<file path="config.mk">
export PLATFORM = sky130hd
export DESIGN_NAME = imem_loader
export DESIGN_NICKNAME = d
export VERILOG_FILES = /design/src/rtl/loader_pkg.sv /design/src/rtl/loader_cksum.sv /design/src/rtl/imem_loader.sv
export SDC_FILE = /design/constraint.sdc
export NUM_CORES = 1
export LEC_CHECK = 0
export CAP_MARGIN = 20
export CELL_PAD_IN_SITES_DETAIL_PLACEMENT = 2
export CELL_PAD_IN_SITES_GLOBAL_PLACEMENT = 2
export CORE_UTILIZATION = 28
export CTS_CLUSTER_SIZE = 16
export DETAILED_ROUTE_END_ITERATION = 8
export GPL_TIMING_DRIVEN = 0
export HOLD_SLACK_MARGIN = 0.03
export PLACE_DENSITY = 0.89
export SYNTH_ARGS = -nofsm -noshare
export SYNTH_HDL_FRONTEND = slang
export SYNTH_HIERARCHICAL = 1
export SYNTH_SLANG_ARGS = --single-unit
</file>
<file path="constraint.sdc">
create_clock -name clk -period 2.58 [get_ports clk]
set_clock_uncertainty 0.1 [all_clocks]
set_input_delay 0.387 -clock clk [delete_from_list [all_inputs] [get_ports clk]]
set_output_delay 0.387 -clock clk [all_outputs]
set_load 0.05 [all_outputs]
</file>
<file path="src/rtl/loader_pkg.sv">
// Shared types and default widths for the instruction-memory loader.
// Imported by imem_loader and loader_cksum.
package loader_pkg;

  localparam int DATA_W_C = 32;
  localparam int ADDR_W_C = 10;

  localparam logic [31:0] HALT_WORD_C = 32'hffffffff;

  typedef enum logic [2:0] {
    S_IDLE,
    S_LOAD,
    S_CHK,
    S_DONE,
    S_ERR
  } state_e;

endpackage

</file>
<file path="src/rtl/loader_cksum.sv">
// Running 32-bit sum of the loaded image, compared against the trailer word.
// Only instantiated when LOADER_CHECKSUM_EN is defined.
module loader_cksum
  import loader_pkg::*;
#(
  parameter int W = DATA_W_C
) (
  input  logic         clk,
  input  logic         rst_n,
  input  logic         clr_i,
  input  logic         add_i,
  input  logic [W-1:0] data_i,
  input  logic [W-1:0] cmp_i,
  output logic         match_o
);

  logic [W-1:0] sum_q;
  logic [W-1:0] sum_d;

  // clear at the start of a load, accumulate each accepted image word
  always_comb begin
    sum_d = sum_q;
    if (clr_i) begin
      sum_d = '0;
    end else if (add_i) begin
      sum_d = sum_q + data_i;
    end
  end

  // sum register
  always_ff @(posedge clk or negedge rst_n) begin
    if (!rst_n) begin
      sum_q <= '0;
    end else begin
      sum_q <= sum_d;
    end
  end

  assign match_o = (sum_q == cmp_i);

endmodule

</file>
<file path="src/rtl/imem_loader.sv">
// Streams a program image into memory, then releases the CPU.
// Optional trailer checksum: define LOADER_CHECKSUM_EN.
module imem_loader
  import loader_pkg::*;
#(
  parameter int                DATA_W    = DATA_W_C,
  parameter int                ADDR_W    = ADDR_W_C,
  parameter logic [DATA_W-1:0] HALT_WORD = HALT_WORD_C
) (
  input  logic              clk,
  input  logic              rst_n,
  input  logic              start_i,
  input  logic              in_valid_i,
  output logic              in_ready_o,
  input  logic [DATA_W-1:0] in_data_i,
  output logic              mem_we_o,
  output logic [ADDR_W-1:0] mem_addr_o,
  output logic [DATA_W-1:0] mem_wdata_o,
  output logic              cpu_run_o,
  output logic              busy_o,
  output logic              err_o,
  output logic [ADDR_W:0]   count_o
);

  localparam logic [ADDR_W:0] LAST_C = {1'b0, {ADDR_W{1'b1}}};

  state_e            state_q, state_d;
  logic [ADDR_W:0]   cnt_q, cnt_d;
  logic              err_q, err_d;
  logic              run_q, run_d;
  logic              we_q, we_d;
  logic [ADDR_W-1:0] addr_q, addr_d;
  logic [DATA_W-1:0] wdata_q, wdata_d;

  logic busy;
  logic accept;
  logic is_halt;
  logic ck_match;

  assign busy    = (state_q == S_LOAD) | (state_q == S_CHK);
  assign accept  = in_valid_i & busy;
  assign is_halt = (in_data_i == HALT_WORD);

`ifdef LOADER_CHECKSUM_EN
  loader_cksum #(
    .W (DATA_W)
  ) u_cksum (
    .clk     (clk),
    .rst_n   (rst_n),
    .clr_i   (start_i & ~busy),
    .add_i   (accept & (state_q == S_LOAD)),
    .data_i  (in_data_i),
    .cmp_i   (in_data_i),
    .match_o (ck_match)
  );
`else
  assign ck_match = 1'b0;
`endif

  // next state, address counter and registered write port
  always_comb begin
    state_d = state_q;
    cnt_d   = cnt_q;
    err_d   = err_q;
    we_d    = 1'b0;
    addr_d  = addr_q;
    wdata_d = wdata_q;
    unique case (state_q)
      S_IDLE, S_DONE, S_ERR: begin
        if (start_i) begin
          state_d = S_LOAD;
          cnt_d   = '0;
          err_d   = 1'b0;
        end
      end
      S_LOAD: begin
        if (accept) begin
          we_d    = 1'b1;
          addr_d  = cnt_q[ADDR_W-1:0];
          wdata_d = in_data_i;
          cnt_d   = cnt_q + 1'b1;
          if (is_halt) begin
`ifdef LOADER_CHECKSUM_EN
            state_d = S_CHK;
`else
            state_d = S_DONE;
`endif
          end else if (cnt_q == LAST_C) begin
            state_d = S_ERR;
            err_d   = 1'b1;
          end
        end
      end
      S_CHK: begin
        if (accept) begin
          state_d = ck_match ? S_DONE : S_ERR;
          err_d   = ~ck_match;
        end
      end
      default: begin
        state_d = S_IDLE;
      end
    endcase
    run_d = (state_q == S_DONE) & ~start_i;
  end

  // state and output registers
  always_ff @(posedge clk or negedge rst_n) begin
    if (!rst_n) begin
      state_q <= S_IDLE;
      cnt_q   <= '0;
      err_q   <= 1'b0;
      run_q   <= 1'b0;
      we_q    <= 1'b0;
      addr_q  <= '0;
      wdata_q <= '0;
    end else begin
      state_q <= state_d;
      cnt_q   <= cnt_d;
      err_q   <= err_d;
      run_q   <= run_d;
      we_q    <= we_d;
      addr_q  <= addr_d;
      wdata_q <= wdata_d;
    end
  end

  assign in_ready_o  = busy;
  assign busy_o      = busy;
  assign mem_we_o    = we_q;
  assign mem_addr_o  = addr_q;
  assign mem_wdata_o = wdata_q;
  assign cpu_run_o   = run_q;
  assign err_o       = err_q;
  assign count_o     = cnt_q;

endmodule
</file>
==> impl_results.html, run 1 <==
<table>
<tr><th>Metric</th><th>Value</th></tr>
<tr><th colspan="2">Power and ir drop</th></tr>
<tr><td>Net switching power</td><td>2.35 mW</td></tr>
<tr><td>Total power consumption of the routed design</td><td>4.96 mW</td></tr>
<tr><td>Power per unit of standard cell area</td><td>1260 nW/µm²</td></tr>
<tr><td>Max VDD drop</td><td>0.513 mV</td></tr>
<tr><td>Internal power contribution</td><td>2.61 mW</td></tr>
<tr><td>Part of the power in combinational logic</td><td>0.527</td></tr>
<tr><td>Sw Ratio</td><td>0.474</td></tr>
<tr><td>Clk network pwr share</td><td>0.187</td></tr>
<tr><td>Part of the power in registers</td><td>0.286</td></tr>
<tr><td>LEAKAGE</td><td>1.81 nW</td></tr>
<tr><th colspan="2">Layout</th></tr>
<tr><td>Relative area change from synthesis to final layout</td><td>50.0%</td></tr>
<tr><td>Layout cell share with drive strength beyond 1</td><td>0.107</td></tr>
<tr><td>Total inserted antenna cells</td><td>0</td></tr>
<tr><td>Nets</td><td>433</td></tr>
<tr><td>Finished layout cell area</td><td>3930 µm²</td></tr>
<tr><th colspan="2">Setup path</th></tr>
<tr><td>Critical register-to-register path startpoint</td><td>count_o[0]</td></tr>
<tr><td>CP max FO</td><td>9</td></tr>
<tr><td>Worst Setup Start Kind</td><td>register</td></tr>
<tr><td>Worst endpoint required time</td><td>2.09 ns</td></tr>
<tr><td>Data arrival time at the worst-slack endpoint</td><td>1.98 ns</td></tr>
<tr><td>Critical Path End Type</td><td>output port</td></tr>
<tr><td>Critical path start-end classification</td><td>reg2out</td></tr>
<tr><td>Worst setup startpoint</td><td>state_q[0]</td></tr>
<tr><th colspan="2">Min path</th></tr>
<tr><td>Startpoint of the lowest-slack hold path</td><td>mem_addr_o[5]</td></tr>
<tr><td>Hold Crit Class</td><td>reg2reg</td></tr>
<tr><th colspan="2">Clocking</th></tr>
<tr><td>Clock net sink count</td><td>59</td></tr>
<tr><td>Maximum number of buffers from clock root to sink</td><td>2</td></tr>
<tr><td>CTS H-Tree Depth</td><td>3</td></tr>
<tr><td>CTS buffer count</td><td>9</td></tr>
<tr><td>Post-CTS clock slew at the launch and capture registers of the worst setup and hold paths</td><td>0.07 ns</td></tr>
<tr><td>TritonCTS clock tree</td><td>built</td></tr>
<tr><td>Clock insertion delay at the later pin of the skew report</td><td>0.34 ns</td></tr>
<tr><td>Master cell of the clock root buffer</td><td>sky130_fd_sc_hd__clkbuf_8</td></tr>
<tr><th colspan="2">STA</th></tr>
<tr><td>Number of hold-slack violations in the final timing report</td><td>0</td></tr>
<tr><td>Max Clock Freq</td><td>406 MHz</td></tr>
<tr><td>Hold slack</td><td>0.378 ns</td></tr>
<tr><td>Max transition margin</td><td>0.605</td></tr>
<tr><td>Slew Limit Fails</td><td>0</td></tr>
<tr><td>Final worst setup slack</td><td>0.114 ns</td></tr>
<tr><td>Setup TNS</td><td>0 ns</td></tr>
<tr><td>Slew at the pin closest to its max-slew limit</td><td>0.592 ns</td></tr>
<tr><td>Final period util</td><td>0.956</td></tr>
<tr><td>Setup-failing EPs final</td><td>0</td></tr>
<tr><td>RSZ-0062 raised after global routing</td><td>false</td></tr>
<tr><td>Min Tclk post-route</td><td>2.47 ns</td></tr>
<tr><th colspan="2">Outcome</th></tr>
<tr><td>Status</td><td>finished clean</td></tr>
<tr><th colspan="2">Global routing</th></tr>
<tr><td>Number of global-route vias before repair</td><td>2,793</td></tr>
<tr><td>Total track usage</td><td>0.189</td></tr>
<tr><td>Number of antenna violations at the first check in global routing</td><td>0</td></tr>
<tr><td>Largest net degree at the start of global routing</td><td>37</td></tr>
<tr><td>Sum of overflow across all layers after global routing</td><td>0</td></tr>
<tr><td>Wire length of the first global-routing pass</td><td>14,200 µm</td></tr>
<tr><th colspan="2">Logic synthesis</th></tr>
<tr><td>Post-synth net total</td><td>327</td></tr>
<tr><td>Number of storage elements in the synthesis netlist</td><td>59</td></tr>
<tr><td>Mean instance size in the synthesized netlist</td><td>9.04 µm²</td></tr>
<tr><td>Cells after Synth</td><td>290</td></tr>
<tr><td>Distinct cells, synth</td><td>43</td></tr>
<tr><td>Total number of yosys warnings</td><td>6</td></tr>
<tr><td>Area of the mapped netlist</td><td>2620 µm²</td></tr>
<tr><td>Sequential cell area fraction in the yosys report</td><td>0.563</td></tr>
<tr><th colspan="2">Floorplanning</th></tr>
<tr><td>Core area</td><td>8890 µm²</td></tr>
<tr><td>Floorplan die width</td><td>98.8 µm</td></tr>
<tr><td>Cell row count</td><td>34</td></tr>
<tr><td>Count of pins on the block boundary</td><td>94</td></tr>
<tr><td>Die span in y</td><td>98.8 µm</td></tr>
<tr><td>Initial core utilization</td><td>0.295</td></tr>
<tr><td>Die Footprint</td><td>9750 µm²</td></tr>
<tr><th colspan="2">Drt</th></tr>
<tr><td>Total vias in the final route</td><td>2,479</td></tr>
<tr><td>Drt first-iter violations</td><td>42</td></tr>
<tr><td>Routed via count divided by cell count</td><td>4.87</td></tr>
<tr><td>Average wire per standard cell</td><td>16.6 µm</td></tr>
<tr><td>Detailed-route wire length</td><td>8450 µm</td></tr>
<tr><td>Number of design rule violations left after detail routing</td><td>0</td></tr>
<tr><td>DR pass1 iterations</td><td>4</td></tr>
<tr><td>Post-route antenna net violation count</td><td>0</td></tr>
<tr><th colspan="2">Placement</th></tr>
<tr><td>Count of port buffers added during placement</td><td>93</td></tr>
<tr><td>HPWL reported at the end of detailed placement</td><td>6270 µm</td></tr>
<tr><td>Post-placement setup slack</td><td>0.108 ns</td></tr>
<tr><td>Placer Congestion</td><td>0.773</td></tr>
<tr><td>Placed inst area</td><td>3700 µm²</td></tr>
<tr><th colspan="2">Job</th></tr>
<tr><td>Number of max-cap violations</td><td>0</td></tr>
</table>
-- registers in the layout (all words and copies together) (netlist names) --
name / count
mem_wdata_o: 32
state_q: 3
err_o: 1
mem_we_o: 1
count_o: 11
cpu_run_o: 1
mem_addr_o: 10
-- placed cells by master (no fill, tap or decap), types with 2 or more instances in the layout --
cell,Yosys,final
sky130_fd_sc_hd__a21oi_1,3,3
sky130_fd_sc_hd__a31oi_1,2,2
sky130_fd_sc_hd__buf_2,7,8
sky130_fd_sc_hd__buf_4,2,2
sky130_fd_sc_hd__buf_6,4,4
sky130_fd_sc_hd__bufinv_16,0,2
sky130_fd_sc_hd__clkbuf_8,0,9
sky130_fd_sc_hd__clkdlybuf4s50_1,0,91
sky130_fd_sc_hd__clkinv_2,0,2
sky130_fd_sc_hd__clkinvlp_4,0,3
sky130_fd_sc_hd__dfrtp_1,59,59
sky130_fd_sc_hd__inv_1,7,7
sky130_fd_sc_hd__nand2_1,135,135
sky130_fd_sc_hd__nand3_1,3,3
sky130_fd_sc_hd__nand4_1,10,10
sky130_fd_sc_hd__nor2_1,10,10
sky130_fd_sc_hd__nor3_1,2,2
sky130_fd_sc_hd__nor4_1,2,2
sky130_fd_sc_hd__o21ai_0,10,10
sky130_fd_sc_hd__o21ai_1,2,2
sky130_fd_sc_hd__or3_1,2,2
sky130_fd_sc_hd__xnor2_1,4,4
-- cell families after synthesis --
group / Yosys count / share of synthesized area
AND/OR/NAND/NOR: 175 / 0.291
flip-flops: 59 / 0.563
buffers and inverters: 21 / 0.0477
adder cells (fa/ha/maj): 1 / 0.00477
multiplexers: 1 / 0.00573
XOR/XNOR: 4 / 0.0134
AO/OA/AOI/OAI: 29 / 0.0740
-- final cells by class --
cell class,instances,area [µm²]
repair buffers,95,958
fillers,962,4960
clock buffers,9,124
flip-flops and latches,59,1480
plain buffers,13,95.1
clock inverters,7,92.6
well taps,108,135
inverters,8,30.0
multi-input cells,210,1020
-- power by group through the flow --
stage	combinational (mW)	clock [mW]	sequential, mW
6_report	2.61	0.926	1.42
5_1_grt	2.79	0.999	1.46
4_1_cts	2.66	0.953	1.43
3_5_place_dp	2.63	0	1.44
3_3_place_gp	2.56	0	1.42
2_1_floorplan	0.730	0	2.38
-- cells in the mapped netlist --
cell type | count | area [µm²]
sky130_fd_sc_hd__nand2_2 | 1 | 6.26
sky130_fd_sc_hd__o211a_1 | 1 | 10.0
sky130_fd_sc_hd__nand3_2 | 1 | 10.0
sky130_fd_sc_hd__a211oi_1 | 1 | 7.51
sky130_fd_sc_hd__nor2_1 | 10 | 37.5
sky130_fd_sc_hd__buf_4 | 2 | 15.0
sky130_fd_sc_hd__o221ai_1 | 1 | 8.76
sky130_fd_sc_hd__nor4_1 | 2 | 12.5
sky130_fd_sc_hd__nor3b_1 | 1 | 7.51
sky130_fd_sc_hd__o31ai_1 | 1 | 7.51
sky130_fd_sc_hd__nand2_1 | 135 | 507
sky130_fd_sc_hd__xnor2_1 | 4 | 35.0
sky130_fd_sc_hd__a22o_1 | 1 | 8.76
sky130_fd_sc_hd__o22ai_1 | 1 | 6.26
sky130_fd_sc_hd__o21ai_1 | 2 | 10.0
sky130_fd_sc_hd__nor3_2 | 1 | 10.0
sky130_fd_sc_hd__inv_2 | 1 | 3.75
sky130_fd_sc_hd__ha_1 | 1 | 12.5
sky130_fd_sc_hd__nand3_1 | 3 | 15.0
sky130_fd_sc_hd__a21oi_2 | 1 | 8.76
sky130_fd_sc_hd__o2111ai_1 | 1 | 8.76
sky130_fd_sc_hd__nor3_1 | 2 | 10.0
sky130_fd_sc_hd__nor4b_2 | 1 | 15.0
sky130_fd_sc_hd__inv_1 | 7 | 26.3
sky130_fd_sc_hd__dfrtp_1 | 59 | 1480
sky130_fd_sc_hd__a41oi_1 | 1 | 8.76
sky130_fd_sc_hd__and2_2 | 1 | 7.51
sky130_fd_sc_hd__o21ai_0 | 10 | 50.1
sky130_fd_sc_hd__mux2_4 | 1 | 15.0
sky130_fd_sc_hd__a22oi_2 | 1 | 12.5
sky130_fd_sc_hd__o311a_1 | 1 | 10.0
sky130_fd_sc_hd__and2_1 | 1 | 6.26
sky130_fd_sc_hd__nor4_2 | 1 | 12.5
sky130_fd_sc_hd__buf_2 | 7 | 35.0
sky130_fd_sc_hd__or3_1 | 2 | 12.5
sky130_fd_sc_hd__a221oi_1 | 1 | 8.76
sky130_fd_sc_hd__a21oi_1 | 3 | 15.0
sky130_fd_sc_hd__nor2b_4 | 1 | 13.8
sky130_fd_sc_hd__buf_6 | 4 | 45.0
sky130_fd_sc_hd__or2_1 | 1 | 6.26
sky130_fd_sc_hd__nand4_1 | 10 | 62.6
sky130_fd_sc_hd__a31oi_1 | 2 | 12.5
sky130_fd_sc_hd__or3_4 | 1 | 11.3
-- metrics by stage --
step / utilization / cells
floorplan: - / 290
global placement: 0.415 / 491
detailed placement: 0.416 / 492
CTS: 0.442 / 509
global route: 0.442 / 509
finish: 0.442 / 509
-- critical path, stage by stage (launching register included) --
cell	delay (ns)
sky130_fd_sc_hd__dfrtp_1	0.36
sky130_fd_sc_hd__buf_4	0.16
sky130_fd_sc_hd__xnor2_1	0.14
sky130_fd_sc_hd__nor2_1	0.14
sky130_fd_sc_hd__clkdlybuf4s50_1	0.83
-- repair_timing --
item,CTS,global route
setup endpoints to repair,0,1
gates resized for setup,0,1
hold endpoints to repair,23,0
hold buffers,1,0
buffers inserted,0,0
-- path summary, 6_finish.rpt --
path	endpoint	slack (ns)	depth (start not counted)
worst max-delay path	busy_o	0.11	4
worst min-delay path	mem_addr_o[5]	0.38	2
worst max register to register	count_o[6]	0.77	6
worst min register to register	mem_addr_o[5]	0.38	2
max in group asynchronous	mem_wdata_o[29]	1.30	3
min in group asynchronous	err_o	0.48	2
-- layer usage --
| layer | track usage | wire [µm] |
|---|---|---|
| met5 | 0 | 0 |
| met4 | 0.0494 | 89 |
| met3 | 0.0645 | 464 |
| met2 | 0.342 | 4500 |
| met1 | 0.212 | 3400 |
Power figures use the tool's default switching activity.
==> inputs of run 2 (changes only) <==
Settings changed: SKIP_LAST_GASP set to 1.
==> results of run 2 <==
No change in the layout: final DEF, timing and power equal those of run 1.
==> inputs of run 3 (changes only) <==
Settings changed: CORE_ASPECT_RATIO set to 2.
==> run 3 against run 2 <==
  * Combinational power is 2% higher
  * Non-clock buffer count stayed put
  * First-iteration DRC count is 88% higher
  * Clock power is 49% higher
  * Highest routed layer unchanged
  * Critical path type unchanged
  * Design area is 3.0% higher
==> impl_results.html, run 3 (same netlist as run 1, synthesis figures left out) <==
<table>
<tr><th>Metric</th><th>Value</th></tr>
<tr><th colspan="2">Global routing</th></tr>
<tr><td>Number of global-route vias before repair</td><td>2,819</td></tr>
<tr><td>Total track usage</td><td>0.199</td></tr>
<tr><td>Wire length of the first global-routing pass</td><td>14,800 µm</td></tr>
<tr><td>Sum of overflow across all layers after global routing</td><td>0</td></tr>
<tr><td>Number of antenna violations at the first check in global routing</td><td>0</td></tr>
<tr><td>Largest net degree at the start of global routing</td><td>33</td></tr>
<tr><th colspan="2">Clocking</th></tr>
<tr><td>Clock net sink count</td><td>59</td></tr>
<tr><td>TritonCTS clock tree</td><td>built</td></tr>
<tr><td>CTS buffer count</td><td>9</td></tr>
<tr><td>Setup Buffers After CTS</td><td>0</td></tr>
<tr><td>Post-CTS clock slew at the launch and capture registers of the worst setup and hold paths</td><td>0.05 ns</td></tr>
<tr><td>Maximum number of buffers from clock root to sink</td><td>2</td></tr>
<tr><td>Master cell of the clock root buffer</td><td>sky130_fd_sc_hd__clkbuf_16</td></tr>
<tr><td>Clock insertion delay at the later pin of the skew report</td><td>0.33 ns</td></tr>
<tr><td>CTS H-Tree Depth</td><td>3</td></tr>
<tr><th colspan="2">Job</th></tr>
<tr><td>Number of max-cap violations</td><td>0</td></tr>
<tr><th colspan="2">Setup path</th></tr>
<tr><td>Slowest cell on the critical path</td><td>sky130_fd_sc_hd__clkdlybuf4s50_1</td></tr>
<tr><td>CP max FO</td><td>9</td></tr>
<tr><td>Critical Path End Type</td><td>output port</td></tr>
<tr><td>Critical path start-end classification</td><td>reg2out</td></tr>
<tr><td>Delay of the slowest critical-path stage</td><td>0.82 ns</td></tr>
<tr><td>Ordered cell list for the critical path</td><td>buf_4 &gt; xnor2_1 &gt; nor2_1 &gt; clkdlybuf4s50_1</td></tr>
<tr><td>CP bufs+invs</td><td>2</td></tr>
<tr><td>Worst R2R Path Depth</td><td>9</td></tr>
<tr><td>Data arrival time at the worst-slack endpoint</td><td>1.95 ns</td></tr>
<tr><td>Reg2reg setup slack</td><td>0.77 ns</td></tr>
<tr><td>Endpoint of the lowest-slack register-to-register path</td><td>mem_wdata_o[5]</td></tr>
<tr><td>Worst Setup Start Kind</td><td>register</td></tr>
<tr><td>Worst endpoint required time</td><td>2.09 ns</td></tr>
<tr><td>Gate family responsible for the most delay along the worst path</td><td>buffers and inverters</td></tr>
<tr><td>Critical register-to-register path startpoint</td><td>state_q[0]</td></tr>
<tr><th colspan="2">Floorplanning</th></tr>
<tr><td>Count of pins on the block boundary</td><td>94</td></tr>
<tr><td>Die span in y</td><td>139 µm</td></tr>
<tr><td>Die Footprint</td><td>9780 µm²</td></tr>
<tr><td>Initial core utilization</td><td>0.291</td></tr>
<tr><td>Floorplan die width</td><td>70.4 µm</td></tr>
<tr><td>Core area</td><td>9010 µm²</td></tr>
<tr><td>Cell row count</td><td>49</td></tr>
<tr><th colspan="2">Min path</th></tr>
<tr><td>Hold Crit Class</td><td>reg2reg</td></tr>
<tr><td>Hold depth</td><td>2</td></tr>
<tr><td>End point of the most critical hold path</td><td>mem_wdata_o[31]</td></tr>
<tr><td>Startpoint of the lowest-slack hold path</td><td>mem_wdata_o[31]</td></tr>
<tr><th colspan="2">Placement</th></tr>
<tr><td>Placer Congestion</td><td>0.798</td></tr>
<tr><td>Count of port buffers added during placement</td><td>93</td></tr>
<tr><td>HPWL reported at the end of detailed placement</td><td>6980 µm</td></tr>
<tr><td>Inst Count DP</td><td>486</td></tr>
<tr><th colspan="2">Drt</th></tr>
<tr><td>Average wire per standard cell</td><td>18.2 µm</td></tr>
<tr><td>Detailed-route wire length</td><td>9160 µm</td></tr>
<tr><td>Total vias in the final route</td><td>2,515</td></tr>
<tr><td>Number of design rule violations left after detail routing</td><td>0</td></tr>
<tr><td>DR pass1 iterations</td><td>4</td></tr>
<tr><td>Drt first-iter violations</td><td>79</td></tr>
<tr><td>Routed via count divided by cell count</td><td>5.00</td></tr>
<tr><td>Post-route antenna net violation count</td><td>0</td></tr>
<tr><th colspan="2">Layout</th></tr>
<tr><td>Top library cells by usage in the layout, fill and taps aside</td><td>sky130_fd_sc_hd__nand2_1, sky130_fd_sc_hd__clkdlybuf4s50_1, sky130_fd_sc_hd__dfrtp_1</td></tr>
<tr><td>Number of flip-flops in the largest register</td><td>32</td></tr>
<tr><td>Most common cell after layout, fill and taps aside</td><td>sky130_fd_sc_hd__nand2_1</td></tr>
<tr><td>Nets</td><td>433</td></tr>
<tr><td>Relative area change from synthesis to final layout</td><td>54.5%</td></tr>
<tr><td>Total inserted antenna cells</td><td>0</td></tr>
<tr><td>Number of non-filler instances in the completed layout</td><td>503</td></tr>
<tr><td>Layout cell share with drive strength beyond 1</td><td>0.105</td></tr>
<tr><th colspan="2">STA</th></tr>
<tr><td>Max Clock Freq</td><td>411 MHz</td></tr>
<tr><td>Final period util</td><td>0.944</td></tr>
<tr><td>Setup-failing EPs final</td><td>0</td></tr>
<tr><td>Hold slack</td><td>0.374 ns</td></tr>
<tr><td>Number of hold-slack violations in the final timing report</td><td>0</td></tr>
<tr><td>RSZ-0062 raised after global routing</td><td>false</td></tr>
<tr><td>Slew Limit Fails</td><td>0</td></tr>
<tr><td>Slew at the pin closest to its max-slew limit</td><td>0.656 ns</td></tr>
<tr><td>Max transition margin</td><td>0.563</td></tr>
<tr><td>Min Tclk post-route</td><td>2.43 ns</td></tr>
<tr><th colspan="2">Power and ir drop</th></tr>
<tr><td>Max VDD drop</td><td>0.636 mV</td></tr>
<tr><td>Power per unit of standard cell area</td><td>1340 nW/µm²</td></tr>
<tr><td>LEAKAGE</td><td>1.88 nW</td></tr>
<tr><th colspan="2">Outcome</th></tr>
<tr><td>Status</td><td>finished clean</td></tr>
</table>
==> run 3: cell types whose count changed in the layout (fill, tap and decap cells not counted) <==
cell / delta
sky130_fd_sc_hd__clkbuf_16: +9
sky130_fd_sc_hd__clkbuf_8: -8
sky130_fd_sc_hd__bufinv_16: +1
sky130_fd_sc_hd__clkbuf_1: +1
sky130_fd_sc_hd__clkinvlp_4: -3
==> run 3: area by class of cell <==
type                    instances  area [µm²]
fillers                       968        4960
flip-flops and latches         59        1480
multi-input cells             210        1020
repair buffers                 95         958
clock buffers                  11         243
well taps                     102         128
clock inverters                 5         100
plain buffers                  13        95.1
inverters                       8        30.0
==> run 3: report_power, final <==
group	leakage (nW)	switching, mW	internal, mW
combinational	0.944	1.80	0.847
sequential	0.767	0.190	1.22
clock	0.169	0.416	0.965
total	1.88	2.41	3.04
==> run 3: what timing repair did <==
| action | 4_1_cts | 5_1_grt |
|---|---|---|
| hold buffers | 1 | 0 |
| gates resized for setup | 0 | 1 |
| endpoints found under the setup margin | 0 | 1 |
| endpoints found under the hold margin | 27 | 0 |
==> run 3: routing by layer <==
metal | track usage | wire (µm)
met1 | 0.200 | 3190
met2 | 0.364 | 5250
met3 | 0.0414 | 276
met4 | 0.119 | 452
met5 | 0 | 0
==> run 3: how the worst max path moves through the flow <==
stage                       start         endpoint  slack [ns]  depth (start not counted)
finish                 state_q[0]           busy_o        0.15                          4
global route           state_q[0]           busy_o        0.03                          4
CTS                    state_q[0]       in_ready_o        0.03                          5
detailed placement  in_data_i[31]            err_o       -0.04                          6
global placement            rst_n  mem_wdata_o[12]       -1.02                          1
floorplan              state_q[0]       in_ready_o        0.46                          4
==> run 3: through the flow <==
| step | total power [mW] | utilization | TNS (ns) | area, µm² | setup WS, ns |
|---|---|---|---|---|---|
| 6_report | 5.44 | 0.449 | 0 | 4050 | 0.145 |
| 5_1_grt | 5.70 | 0.449 | 0 | 4050 | 0.0252 |
| 4_1_cts | 5.52 | 0.449 | 0 | 4050 | 0.0272 |
| 3_5_place_dp | 4.10 | 0.410 | -0.0437 | 3690 | -0.0437 |
| 3_3_place_gp | 4.01 | 0.408 | -59.65 | 3680 | -1.02 |
| 2_1_floorplan | 3.11 | - | 0 | 2620 | 0.456 |
==> run 3: tightest hold or removal path, cell delays in order, from the launching register on <==
cell	delay, ns
sky130_fd_sc_hd__dfrtp_1	0.33
sky130_fd_sc_hd__nand2_1	0.05
sky130_fd_sc_hd__nand2_1	0.06
